<file path="config.mk">
export PLATFORM = sky130hd
export DESIGN_NAME = display_scan_ctrl_flat
export DESIGN_NICKNAME = d
export VERILOG_FILES = /design/src/rtl/display_scan_ctrl_if.sv /design/src/rtl/display_scan_ctrl.sv /design/src/flat_wrapper.sv
export SDC_FILE = /design/constraint.sdc
export NUM_CORES = 1
export LEC_CHECK = 0
export BUFFER_PORTS_ARGS = -buffer_cell sky130_fd_sc_hd__buf_2
export CAP_MARGIN = 20
export CORE_ASPECT_RATIO = 1.4
export CORE_MARGIN = 5
export CORE_UTILIZATION = 41
export CTS_BUF_LIST = sky130_fd_sc_hd__clkbuf_8
export DETAILED_ROUTE_END_ITERATION = 16
export PLACE_DENSITY = 0.64
export SLEW_MARGIN = 20
export SYNTH_ARGS = -nofsm -noshare
export SYNTH_HDL_FRONTEND = slang
export SYNTH_SLANG_ARGS = --single-unit
</file>
<file path="constraint.sdc">
create_clock -name clk -period 2.5 [get_ports clk]
set_input_delay 0.375 -clock clk [delete_from_list [all_inputs] [get_ports clk]]
set_output_delay 0.375 -clock clk [all_outputs]
set_load 0.02 [all_outputs]
</file>
<file path="src/rtl/display_scan_ctrl_if.sv">
// Run/load controls in, decoder select/enable and digit nibble out.
interface display_scan_ctrl_if;
   logic        run;
   logic        load;
   logic [15:0] value;
   logic        i0;
   logic        i1;
   logic        en;
   logic [3:0]  nibble;
   logic        frame_done;
   logic        active;

   modport master (
      output run, load, value,
      input  i0, i1, en, nibble, frame_done, active
   );

   modport slave (
      input  run, load, value,
      output i0, i1, en, nibble, frame_done, active
   );
endinterface

</file>
<file path="src/rtl/display_scan_ctrl.sv">
// Four-digit time-multiplexed scan controller with blanking and
// frame-boundary double buffering of the displayed value.
module display_scan_ctrl #(
   parameter int DWELL = 50000,
   parameter int BLANK = 8,
   parameter int CW    = 16
) (
   input logic               clk,
   input logic               rst_n,
   display_scan_ctrl_if.slave bus
);

   typedef enum logic [1:0] {
      S_IDLE,
      S_BLANK,
      S_SHOW
   } state_t;

   localparam logic [CW-1:0] DW_LAST = CW'(DWELL - 1);
   localparam logic [CW-1:0] BL_LAST = CW'(BLANK - 1);

   state_t        state_q, state_d;
   logic [CW-1:0] cnt_q, cnt_d;
   logic [1:0]    idx_q, idx_d;
   logic          en_q, en_d;
   logic [3:0]    nib_q, nib_d;
   logic          fd_q, fd_d;
   logic          act_q, act_d;
   logic [15:0]   shadow_q, shadow_d;
   logic [15:0]   pending_q, pending_d;
   logic          pend_q, pend_d;
   logic          boundary;
   logic          to_idle;

   always_comb begin
      state_d   = state_q;
      cnt_d     = cnt_q;
      idx_d     = idx_q;
      en_d      = en_q;
      nib_d     = nib_q;
      fd_d      = 1'b0;
      shadow_d  = shadow_q;
      pending_d = pending_q;
      pend_d    = pend_q;
      boundary  = 1'b0;
      to_idle   = 1'b0;

      if (!bus.run) begin
         to_idle = (state_q != S_IDLE);
         state_d = S_IDLE;
         cnt_d   = '0;
         idx_d   = 2'd0;
         en_d    = 1'b1;
         nib_d   = 4'h0;
      end else begin
         unique case (state_q)
            S_IDLE: begin
               state_d = S_BLANK;
               cnt_d   = '0;
            end
            S_BLANK: begin
               if (cnt_q == BL_LAST) begin
                  state_d = S_SHOW;
                  cnt_d   = '0;
                  en_d    = 1'b0;
                  nib_d   = shadow_q[{idx_q, 2'b00} +: 4];
               end else begin
                  cnt_d = cnt_q + 1'b1;
               end
            end
            S_SHOW: begin
               // select lines move only here, as the decoder is disabled
               if (cnt_q == DW_LAST) begin
                  state_d  = S_BLANK;
                  cnt_d    = '0;
                  en_d     = 1'b1;
                  idx_d    = idx_q + 2'd1;
                  fd_d     = (idx_q == 2'd3);
                  boundary = (idx_q == 2'd3);
               end else begin
                  cnt_d = cnt_q + 1'b1;
               end
            end
            default: state_d = S_IDLE;
         endcase
      end

      if (boundary || to_idle) begin
         if (pend_q) shadow_d = pending_q;
         pend_d = 1'b0;
      end

      // a load landing on a swap edge beats the older pending value
      if (bus.load) begin
         if (state_q == S_IDLE || boundary || to_idle) begin
            shadow_d = bus.value;
            pend_d   = 1'b0;
         end else begin
            pending_d = bus.value;
            pend_d    = 1'b1;
         end
      end

      act_d = (state_d != S_IDLE);
   end

   always_ff @(posedge clk or negedge rst_n) begin
      if (!rst_n) begin
         state_q   <= S_IDLE;
         cnt_q     <= '0;
         idx_q     <= 2'd0;
         en_q      <= 1'b1;
         nib_q     <= 4'h0;
         fd_q      <= 1'b0;
         act_q     <= 1'b0;
         shadow_q  <= 16'h0;
         pending_q <= 16'h0;
         pend_q    <= 1'b0;
      end else begin
         state_q   <= state_d;
         cnt_q     <= cnt_d;
         idx_q     <= idx_d;
         en_q      <= en_d;
         nib_q     <= nib_d;
         fd_q      <= fd_d;
         act_q     <= act_d;
         shadow_q  <= shadow_d;
         pending_q <= pending_d;
         pend_q    <= pend_d;
      end
   end

   assign bus.en         = en_q;
   assign bus.i1         = idx_q[1];
   assign bus.i0         = idx_q[0];
   assign bus.nibble     = nib_q;
   assign bus.frame_done = fd_q;
   assign bus.active     = act_q;

endmodule

</file>
<file path="src/flat_wrapper.sv">
// flat-port wrapper written by rule: the top's interface ports become plain ports
module display_scan_ctrl_flat 
#(
   parameter int DWELL = 50000,
   parameter int BLANK = 8,
   parameter int CW    = 16
)
  (clk, rst_n, bus_run, bus_load, bus_value, bus_i0, bus_i1, bus_en, bus_nibble, bus_frame_done, bus_active);
  display_scan_ctrl_if bus_i ();
  input logic clk;
  input logic rst_n;
  input wire logic [$bits(bus_i.run)-1:0] bus_run;
  input wire logic [$bits(bus_i.load)-1:0] bus_load;
  input wire logic [$bits(bus_i.value)-1:0] bus_value;
  output wire logic [$bits(bus_i.i0)-1:0] bus_i0;
  output wire logic [$bits(bus_i.i1)-1:0] bus_i1;
  output wire logic [$bits(bus_i.en)-1:0] bus_en;
  output wire logic [$bits(bus_i.nibble)-1:0] bus_nibble;
  output wire logic [$bits(bus_i.frame_done)-1:0] bus_frame_done;
  output wire logic [$bits(bus_i.active)-1:0] bus_active;
  assign bus_i.run = bus_run;
  assign bus_i.load = bus_load;
  assign bus_i.value = bus_value;
  assign bus_i0 = bus_i.i0;
  assign bus_i1 = bus_i.i1;
  assign bus_en = bus_i.en;
  assign bus_nibble = bus_i.nibble;
  assign bus_frame_done = bus_i.frame_done;
  assign bus_active = bus_i.active;
  display_scan_ctrl #(.DWELL(DWELL), .BLANK(BLANK), .CW(CW)) u_core (.clk(clk), .rst_n(rst_n), .bus(bus_i));
endmodule
</file>
Word level (Yosys, flattened, before mapping)
Cells that the tools add are included.
{"block": "op_classes", "n_addsub": 2, "n_reduce_logical": 11, "shift": 1, "muxes": 29, "eq_ne": 13, "bitwise_logic": 1}
{"cell": "$mux W16", "count": 7}
{"cell": "$pmux W16 S3", "count": 1}
{"cell": "$add A16 B1 Y16 const B", "count": 1}
{"cell": "$eq A16 B16 Y1 const B", "count": 1}
{"cell": "$eq A16 B3 Y1 const B", "count": 1}
{"cell": "$shiftx A16 B5 Y4", "count": 1}
{"cell": "$mux W2", "count": 6}
{"cell": "$mux W4", "count": 3}
{"cell": "$mux W1", "count": 10}
{"cell": "$ne A2 B1 Y1 const B", "count": 4}
{"cell": "$ne A3 B2 Y1 const B", "count": 2}
{"cell": "$pmux W2 S3", "count": 1}
{"cell": "$reduce_and A2 Y1", "count": 3}
{"cell": "$reduce_bool A2 Y1", "count": 3}
{"cell": "$eq A2 B2 Y1 const B", "count": 2}
{"cell": "$ne A4 B1 Y1 const B", "count": 1}
{"cell": "$logic_or A1 B1 Y1", "count": 3}
{"cell": "$ne A3 B1 Y1 const B", "count": 1}
{"cell": "$reduce_and A3 Y1", "count": 1}
{"cell": "$add A2 B1 Y2 const B", "count": 1}
{"cell": "$eq A2 B1 Y1 const B", "count": 1}
{"cell": "$logic_not A2 Y1", "count": 1}
{"cell": "$pmux W1 S2", "count": 1}
{"cell": "$not A1 Y1", "count": 1}
{"block": "totals", "register_bits": 60, "out_inout_bits": 9, "elab_cells": 67, "inputBits": 20}

Depth between registers and ports, before layout
Gate-level depths: netlist of run 1.
{"block": "depth", "word_depth": 8, "ltp_mapped": 11, "mapped_depth_nobuf": 7}

Worst setup path after synthesis of run 1
OpenSTA, ideal clock, no wires.
{"block": "synth_timing", "path_kind": "register -> register", "start": "register u_core.cnt_q[11]", "end": "register u_core.shadow_q[10]", "setup_time_ns": 0.141, "path_buffers": 3, "arrival_ns": 2.337, "stages_incl_launch_ff": 9, "setup_slack_ns": 0.022, "period_less_slack_ns": 2.478, "t_required_ns": 2.359, "path_cell_list": "dfrtp_1 > or4_1 > or4_1 > buf_2 > or3_1 > buf_6 > buf_12 > nand3_2 > a31oi_1"}
{"block": "synth_via", "elab_chain_cells": 8, "word_cells_on_any_way": 10, "cone_classes": "1 x eq/ne; 6 x mux; 3 x reduce/logical"}
{"item": "from (decl)", "line_no": "display_scan_ctrl.sv:23", "rtl": "logic [CW-1:0] cnt_q, cnt_d;"}
{"item": "from (signal assigned)", "line_no": "display_scan_ctrl.sv:121", "rtl": "cnt_q <= cnt_d;"}
{"item": "$eq A16 B16 Y1 (*)", "line_no": "display_scan_ctrl.sv:73", "rtl": "if (cnt_q == DW_LAST) begin"}
{"item": "$mux W1 (*)", "line_no": "display_scan_ctrl.sv:73"}
{"item": "$mux W1 (*)", "line_no": "display_scan_ctrl.sv:56", "rtl": "unique case (state_q)"}
{"item": "$mux W1 (*)", "line_no": "display_scan_ctrl.sv:48", "rtl": "if (!bus.run) begin"}
{"item": "$logic_or A1 B1 Y1 (on tied branches)", "line_no": "display_scan_ctrl.sv:88, display_scan_ctrl.sv:95"}
{"item": "$mux W16 or $logic_or A1 B1 Y1 (tied branches)", "line_no": "display_scan_ctrl.sv:88, display_scan_ctrl.sv:95"}
{"item": "$mux W16", "line_no": "display_scan_ctrl.sv:95", "rtl": "if (state_q == S_IDLE || boundary || to_idle) begin"}
{"item": "$mux W16 (*)", "line_no": "display_scan_ctrl.sv:94", "rtl": "if (bus.load) begin"}
{"item": "named net u_core.shadow_d[10]", "line_no": "display_scan_ctrl.sv:29", "rtl": "logic [15:0] shadow_q, shadow_d;"}
{"item": "to (signal assigned)", "line_no": "display_scan_ctrl.sv:127", "rtl": "shadow_q <= shadow_d;"}
{"item": "to (decl)", "line_no": "display_scan_ctrl.sv:29"}
Mark *: on every way through the listed nets, which the timed path passes. The rest lies on a longest branch.
A chain may end at the register's enable or synchronous reset.

Worst setup path after layout of run 1
{"block": "layout_timing", "start": "register u_core.cnt_q[12]", "end": "register u_core.shadow_q[10]"}
The elaborated chain is that of the path after synthesis.

==> reports/metrics.cfg, run 1 <==
[status]
outcome=completed

[timing]
hold_viol_final=0
rsz0062_at_grt=true
max_clock_freq_mhz=410
setup-violations-final=0
relSlewSlack_pct=55.0
fin_crit_ns=2.44
tightest_slew_ns=0.673
finalCritPeriodShare_pct=97.5
clock_skew_ns=0.00624
holdWs_ns=0.0476
maxSlewViolCount=0

[worst_setup_path]
required_ns=2.71
end_kind=register
path_common_cell=or4_1
critPathLaunchType=register
cp_slowest_cell=or4_1
r2r_setup_slack_ns=0.06
cp.arrival_ns=2.65
worstPathMaxFanout=16
crit_type=register to register
critical_path.max_stage_delay_ns=0.58
path_cells=or4_1, or4_1, or3_1, buf_4, nand3_2, a31oi_1

[place]
dp_hpwl_mm=5.09
port-buffer-count=28
gp_congestion=0.826
dp_cells=425

[power_and_ir_drop]
ir_drop_uv=461
intPower_w=0.00187
power_frac_clock_pct=38.1
power_frac_comb_pct=14.2
seqPwrFrac_pct=47.7
power.density_nw_per_um2=678
p_switching_w=0.000633
swShare_pct=25.3
p_leak_nw=1.67

[detailed_routing]
ant_nets=0
vias_per_cell=5.50
drt-initial-drc-count=125
totalWireLength_mm=6.97
vias=2426
drtPass1Iterations=4
drc=0
wl_per_cell_microns=15.8

[grt]
grt_first_pass_wirelength_mm=12.3
antenna_found_initial=0
grtUsageTotal_pct=16.3
grt-ovfl-total=0
grt_max_degree=36
grt_pass1_vias=2542

[clock_network]
path_clk_slew_ns=0.07
numClockSinks=60
cts_setup_buffers=0
cts_buffers=9
root_buffer=clkbuf_8
htree_levels=3
worstSkewPairLatency_ns=0.33
cts_tree=done
cts_max_path_buffers=2

[synth]
ys_types=44
synthArstFlopShare_pct=100
synth_nets=326
synthFlopType=dfrtp_1
synth.avg_cell_area_sq_um=10.4
synth_warnings=0
yosysSeqAreaShare_pct=48.3
netlist_area_sq_um=3110
ys_seq_elements=60
synthCells=300
synth-edff-count=0

[floorplanning]
pin_count=29
fp-row-count=37
initial_core_util_pct=42.3
fp.dieH_microns=113
coreArea_sq_um=7360
die_area_sq_um=9460
die_width_microns=83.7

[final_layout]
syn2layout_area_growth_pct=18.5
final_nets=365
antennaDiodeCount=0
drive_gt1_share_pct=29.1
fillers=699
stdcell_count=441

[hold_path]
holdCritPathClass=primary input to asynchronous set/reset pin

[flow_run]
maxCapViolCount=0

[power groups by stage]
stage	Combinational [W]	Sequential, W	Clock, W
finish	0.000355	0.00119	0.000954
global placement	0.000347	0.00121	0
CTS	0.000361	0.00119	0.000987
detailed placement	0.000359	0.00121	0
floorplan	0.000243	0.00118	0
global route	0.000400	0.00121	0.00103
[repair_timing]
item,4_1_cts,5_1_grt
endpoints found under the setup margin,0,38
hold buffers,0,0
resized for setup,0,1
endpoints found under the hold margin,0,0
[per-stage QoR]
stage / area (sq um) / TNS, ns / utilization, % / power (W) / worst slack [ns]
2_1_floorplan: 3110 / 0 / - / 0.00143 / 0.0225
3_3_place_gp: 3470 / 0 / 47.1 / 0.00155 / 0.101
3_5_place_dp: 3470 / 0 / 47.1 / 0.00157 / 0.0869
4_1_cts: 3690 / 0 / 50.1 / 0.00254 / 0.0582
5_1_grt: 3690 / -0.797 / 50.1 / 0.00264 / -0.0657
6_report: 3690 / 0 / 50.1 / 0.00250 / 0.0624
[routing by layer]
metal | wire length (microns) | vias up | track usage (%)
li1 | - | 1155 | -
met1 | 2930 | 1184 | 19.0
met2 | 3610 | 67 | 27.9
met3 | 203 | 20 | 4.15
met4 | 230 | 0 | 7.62
met5 | 0 | - | 0
[area by class of cell]
class                   instances  area (sq um)  share of cell area [%]
flip-flops and latches         60          1500                    40.7
multi-input cells             208          1470                    39.8
repair buffers                 49           339                    9.19
clock buffers                  10           138                    3.73
well taps                      97           121                    3.29
clock inverters                 6          78.8                    2.14
inverters                      11          41.3                    1.12
[worst max-delay path: cells and delay by family (launching register included)]
family / cells / cell delay [ns]
compound gates: 1 / 0.11
flops: 1 / 0.43
simple gates: 4 / 1.54
buf+inv: 1 / 0.21
[final timing paths]
path,startpoint,to,cells past startpoint
setup / recovery,u_core.cnt_q[12],u_core.shadow_q[10],6
hold / removal,rst_n,u_core.cnt_q[12],1
setup reg to reg,u_core.cnt_q[12],u_core.shadow_q[10],6
hold reg to reg,u_core.pending_q[12],u_core.pending_q[12],1
max in group asynchronous,rst_n,u_core.shadow_q[5],2
min in group clk,bus_value[6],u_core.pending_q[6],2
[sequential cells by signal (all words and copies together) (netlist names)]
| name | flops |
|---|---|
| u_core.pending_q | 16 |
| u_core.idx_q | 2 |
| u_core.bus.en | 1 |
| u_core.state_q | 2 |
| u_core.pend_q | 1 |
| u_core.cnt_q | 16 |
| u_core.shadow_q | 16 |
| u_core.bus.nibble | 4 |
| u_core.bus.frame_done | 1 |
| u_core.bus.active | 1 |
[cell usage in the layout (no fill, tap or decap), drive strengths merged, types with 2 or more instances in the layout]
master	n
xnor2	6
ha	6
o21ai	8
or2	2
inv	12
nor2b	6
nand2b	2
and3	3
a21oi	2
a21o	5
or4	3
nor4	6
and2	2
a31oi	16
nand4	7
xor2	4
nor3	6
mux2	16
nor4b	2
buf	49
nor3b	3
nand3	39
bufinv	2
dfrtp	59
clkinv	3
mux2i	5
or3	3
a2bb2oi	2
nand2	10
mux4	4
nor2	31
clkbuf	10
[kinds of logic after synthesis]
group | share of synthesized area (%)
and+or+nand+nor | 23.4
DFF | 48.3
AOI/OAI and AO/OA | 8.04
buffers and inverters | 4.78
muxes | 10.3
xor gates and xnor gates | 2.81
adders and majority gates | 2.41
[synthesized netlist by cell type (all sizes together) (5+ instances only)]
library cell	n	share of area, %
dfrtp	59	47
nand3	39	7.9
nor2	31	3.7
a31oi	16	3.2
mux2	16	5.8
clkbuf	15	1.8
inv	11	1.3
nand2	10	1.2
o21ai	8	1.3
nand4	7	1.4
buf	6	1.6
ha	6	2.4
nor2b	6	1.2
nor3	6	0.96
nor4	6	1.2
xnor2	6	1.7
a21o	5	1.2
mux2i	5	1.6
No activity file was read; power rests on OpenSTA's default activity.
==> run 2: changes to the inputs <==
==> constraint.sdc (replaced) <==
create_clock -name clk -period 2.5 [get_ports clk]
set_input_delay 0.25 -clock clk [delete_from_list [all_inputs] [get_ports clk]]
set_output_delay 0.25 -clock clk [all_outputs]
set_load 0.02 [all_outputs]
==> run 2 against run 1 <==
Net effect:
- non-clock buffer count up 3
- via count is essentially flat
- first-iteration DRC count is 2.4% lower
- wire length up 2.2%
- clock-buffer cell count is 1 higher
- largest power group unchanged
==> reports/metrics.cfg, run 2 (synthesis gave the netlist of run 1 again) <==
[status]
outcome=completed

[flow_run]
maxCapViolCount=0

[final_layout]
antennaDiodeCount=0
final_nets=368
stdcell_count=444
drive_gt1_share_pct=30.3
layout_common_cells=dfrtp_1 (58), nor2_1 (31), nand3_1 (29)
layout_commonest_cell=dfrtp_1
syn2layout_area_growth_pct=19.4
reg_top3=u_core.cnt_q (16), u_core.pending_q (16), u_core.shadow_q (16)

[grt]
grt_pass1_vias=2592
grt-ovfl-total=0
antenna_found_initial=0
grtUsageTotal_pct=16.2
grt_max_degree=32
grt_first_pass_wirelength_mm=12.3

[floorplanning]
pin_count=29
die_width_microns=83.7
fp.dieH_microns=113
die_area_sq_um=9460
initial_core_util_pct=42.3
coreArea_sq_um=7360
fp-row-count=37

[clock_network]
cts_tree=done
numClockSinks=60
root_buffer=clkbuf_8
path_clk_slew_ns=0.07
cts_buffers=9
htree_levels=3
cts_max_path_buffers=2
worstSkewPairLatency_ns=0.33

[power_and_ir_drop]
swShare_pct=26.0
intPower_w=0.00180
p_switching_w=0.000632
ir_drop_uv=381
power_frac_comb_pct=14.8
p_leak_nw=1.68
power.total_w=0.00243
seqPwrFrac_pct=49.1
power.density_nw_per_um2=654
power_frac_clock_pct=36.1

[worst_setup_path]
cp_slowest_cell=or4_4
worstPathMaxFanout=16
critPathLaunchType=register
critical_path.max_stage_delay_ns=0.56
cp_top_family=simple AND/OR/NAND/NOR gates
critPathLaunch=u_core.cnt_q[10]
required_ns=2.71
path_cells=or4_1, or4_4, buf_4, nor2_1, nor3b_2, buf_12, mux2_2
crit_type=register to register
cp.arrival_ns=2.65
cp_num_buf_inv=2
reg2reg_from=u_core.cnt_q[10]
end_kind=register

[place]
gp_congestion=0.876
port-buffer-count=28
dp_cells=426
dp_hpwl_mm=5.22

[detailed_routing]
drtPass1Iterations=4
ant_nets=0
drt-initial-drc-count=122
drc=0
wl_per_cell_microns=16.0
totalWireLength_mm=7.12
vias_per_cell=5.47
vias=2428

[timing]
holdWs_ns=0.165
relSlewSlack_pct=53.0
setup-violations-final=0
max_clock_freq_mhz=410
tns_ns=0
hold_viol_final=0
finalCritPeriodShare_pct=97.5
clock_skew_ns=0.0117
tightest_slew_ns=0.703
maxSlewViolCount=0
rsz0062_at_grt=false
fin_crit_ns=2.44

[hold_path]
holdCritPathClass=primary input to register
hold_path_startpoint=bus_value[7]

[run 2: final timing paths]
kind	end	slack (ns)	depth (start not counted)
setup / recovery	u_core.pending_q[14]	0.06	7
hold / removal	u_core.pending_q[7]	0.17	2
setup reg to reg	u_core.pending_q[14]	0.06	7
hold reg to reg	u_core.pending_q[13]	0.51	1
max in group asynchronous	u_core.cnt_q[6]	1.61	3
min in group asynchronous	u_core.bus.nibble[0]	0.33	2
[run 2: area by class of cell]
cell class | count | area, sq um
fillers | 665 | 3640
flip-flops and latches | 60 | 1500
multi-input cells | 208 | 1470
repair buffers | 52 | 377
clock buffers | 11 | 151
well taps | 97 | 121
clock inverters | 5 | 51.3
inverters | 11 | 41.3
[run 2: stage by stage]
| step | area (sq um) | utilization (%) | worst slack, ns |
|---|---|---|---|
| after floorplan | 3110 | - | 0.0225 |
| after global placement | 3490 | 47.4 | 0.0939 |
| after detailed placement | 3490 | 47.4 | 0.0381 |
| after CTS | 3700 | 50.3 | 0.0320 |
| after global routing | 3720 | 50.5 | 0.0111 |
| final | 3720 | 50.5 | 0.0632 |
[run 2: routing by layer]
metal / up-vias / routed length [microns] / track usage, %
met2: 44 / 3920 / 28.6
met5: - / 0 / 0
met1: 1216 / 2910 / 18.6
met3: 6 / 227 / 3.50
met4: 0 / 71 / 7.30
li1: 1162 / - / -
[run 2: timing repair]
item | 4_1_cts | 5_1_grt
hold buffers | 1 | 0
gates resized for setup | 0 | 4
endpoints found under the setup margin | 0 | 38
endpoints found under the hold margin | 9 | 0
buffers inserted | 0 | 1
[run 2: power by group through the flow]
stage               clock (W)  combinational, W  sequential (W)
detailed placement          0          0.000362         0.00121
floorplan                   0          0.000243         0.00118
CTS                  0.000908          0.000365         0.00120
global route         0.000948          0.000405         0.00121
finish               0.000879          0.000360         0.00119
global placement            0          0.000348         0.00121
==> run 3: changes to the inputs <==
- CORE_UTILIZATION: 41 -> 50
- PLACE_DENSITY: 0.64 -> 0.75
==> run 3 against run 2 <==
Net effect:
- clock power grew 17%
- clock skew shrank 0.0050 ns
- die area is 16% lower
- sequential share of layout area rose by 0.43 points
- first-iteration DRC count grew 43%
- critical endpoint is now u_core.pending_q[13]
- largest cell class unchanged
==> reports/metrics.cfg, run 3 (synthesis gave the netlist of run 1 again) <==
[detailed_routing]
totalWireLength_mm=6.96
ant_nets=0
drt-initial-drc-count=175
vias=2460
vias_per_cell=5.94
drc=0
drtPass1Iterations=4
wl_per_cell_microns=16.8

[timing]
holdWs_ns=0.142
fin_crit_ns=2.43
finalCritPeriodShare_pct=97.1
clock_skew_ns=0.00667
relSlewSlack_pct=48.3
maxSlewViolCount=0
max_clock_freq_mhz=412
tightest_slew_ns=0.776
setup-violations-final=0
tns_ns=0
hold_viol_final=0

[hold_path]
hold_path_startpoint=bus_value[9]
holdCritPathClass=primary input to register
hold_end=u_core.pending_q[9]
min_path_cells=2

[worst_setup_path]
end_kind=register
worstPathMaxFanout=16
reg2reg_from=u_core.cnt_q[10]
crit_type=register to register
r2r-end=u_core.pending_q[13]
critPathLaunchType=register
required_ns=2.74
r2r_setup_slack_ns=0.07
reg2regPathDepth=7
cp.arrival_ns=2.66

[clock_network]
cts_setup_buffers=0
cts_buffers=9
worstSkewPairLatency_ns=0.35
root_buffer=clkbuf_8
cts_tree=done
htree_levels=3
cts_max_path_buffers=2
numClockSinks=60
path_clk_slew_ns=0.07

[floorplanning]
pin_count=29
die_width_microns=76.7
fp-row-count=34
initial_core_util_pct=50.8
fp.dieH_microns=103
coreArea_sq_um=6130
die_area_sq_um=7930

[grt]
antenna_found_initial=0
grt-ovfl-total=0
grt_max_degree=36
grtUsageTotal_pct=19.3
grt_pass1_vias=2590
grt_first_pass_wirelength_mm=12.0

[place]
place_area_sq_um=3430
port-buffer-count=28
dp_hpwl_mm=5.01
dp_cells=397
gp_congestion=0.907

[final_layout]
final_nets=363
fillers=510
design_area_sq_um=3680
layout_commonest_cell=dfrtp_1
reg_top3=u_core.cnt_q (16), u_core.pending_q (16), u_core.shadow_q (16)
utilization_pct=60.0
drive_gt1_share_pct=28.9
layout_common_cells=dfrtp_1 (59), nor2_1 (31), nand3_1 (29)
antennaDiodeCount=0
syn2layout_area_growth_pct=18.1
stdcell_count=414

[power_and_ir_drop]
swShare_pct=25.3
power.density_nw_per_um2=704
intPower_w=0.00193
seqPwrFrac_pct=46.4
p_leak_nw=1.67
power_frac_clock_pct=39.8
p_switching_w=0.000655
power_frac_comb_pct=13.8
ir_drop_uv=578

[flow_run]
maxCapViolCount=0

[status]
outcome=completed

[run 3: cell types whose count changed in the layout (fill, tap and decap cells not counted)]
cell | before | now
and2_1 | 1 | 2
and2_2 | 1 | 0
buf_4 | 18 | 14
buf_6 | 1 | 0
bufinv_16 | 1 | 2
clkbuf_8 | 11 | 12
clkinvlp_4 | 1 | 0
dfrtp_1 | 58 | 59
dfrtp_2 | 1 | 0
inv_1 | 12 | 11
[run 3: critical path, cell delays in order (launching register included)]
cell and delay, ns:
dfrtp_1 0.39, or4_1 0.54, or4_4 0.56, buf_4 0.18, nor2_1 0.14, nor3b_2 0.08
buf_12 0.16, mux2_2 0.27
[run 3: metal layers]
layer	routed length, microns	vias up	share of wire (%)	GRT usage [%]
met3	289	23	4.2	4.25
met5	0	-	0	0
met2	3620	62	52	33.9
li1	-	1149	-	-
met1	2780	1226	40	21.2
met4	277	0	4.0	12.2
[run 3: worst max-delay path by stage]
stage                      from              endpoint  cells past startpoint
2_1_floorplan  u_core.cnt_q[11]   u_core.shadow_q[10]                      8
3_3_place_gp   u_core.cnt_q[11]   u_core.shadow_q[15]                      6
3_5_place_dp   u_core.cnt_q[10]  u_core.pending_q[15]                      7
4_1_cts        u_core.cnt_q[10]  u_core.pending_q[15]                      7
5_1_grt        u_core.cnt_q[10]  u_core.pending_q[14]                      7
6_report       u_core.cnt_q[10]  u_core.pending_q[13]                      7
[run 3: final cells by class]
class | count | area, sq um | area share (%)
Sequential cell | 60 | 1500 | 40.9
Timing Repair Buffer | 47 | 335 | 9.12
Clock buffer | 12 | 165 | 4.49
Inverter | 11 | 41.3 | 1.12
Tap cell | 72 | 90.1 | 2.45
Multi-Input combinational cell | 208 | 1470 | 40.0
Clock inverter | 4 | 70.1 | 1.91
[run 3: stage by stage]
stage | total power (W) | setup slack (ns)
3_5_place_dp | 0.00157 | 0.0836
3_3_place_gp | 0.00155 | 0.150
4_1_cts | 0.00260 | 0.0544
2_1_floorplan | 0.00143 | 0.0225
6_report | 0.00259 | 0.0736
5_1_grt | 0.00269 | -0.00142
[run 3: timing repair]
item                                    CTS  global route
gates resized for setup                   0             1
hold buffers                              1             0
hold endpoints to repair                 23             0
endpoints found under the setup margin    0            14
[run 3: power groups by stage]
| stage | Sequential, W | Clock [W] | Combinational (W) |
|---|---|---|---|
| final | 0.00120 | 0.00103 | 0.000358 |
| after global routing | 0.00121 | 0.00108 | 0.000402 |
| after CTS | 0.00120 | 0.00104 | 0.000362 |
| after detailed placement | 0.00122 | 0 | 0.000359 |
| after global placement | 0.00121 | 0 | 0.000344 |
| after floorplan | 0.00118 | 0 | 0.000243 |
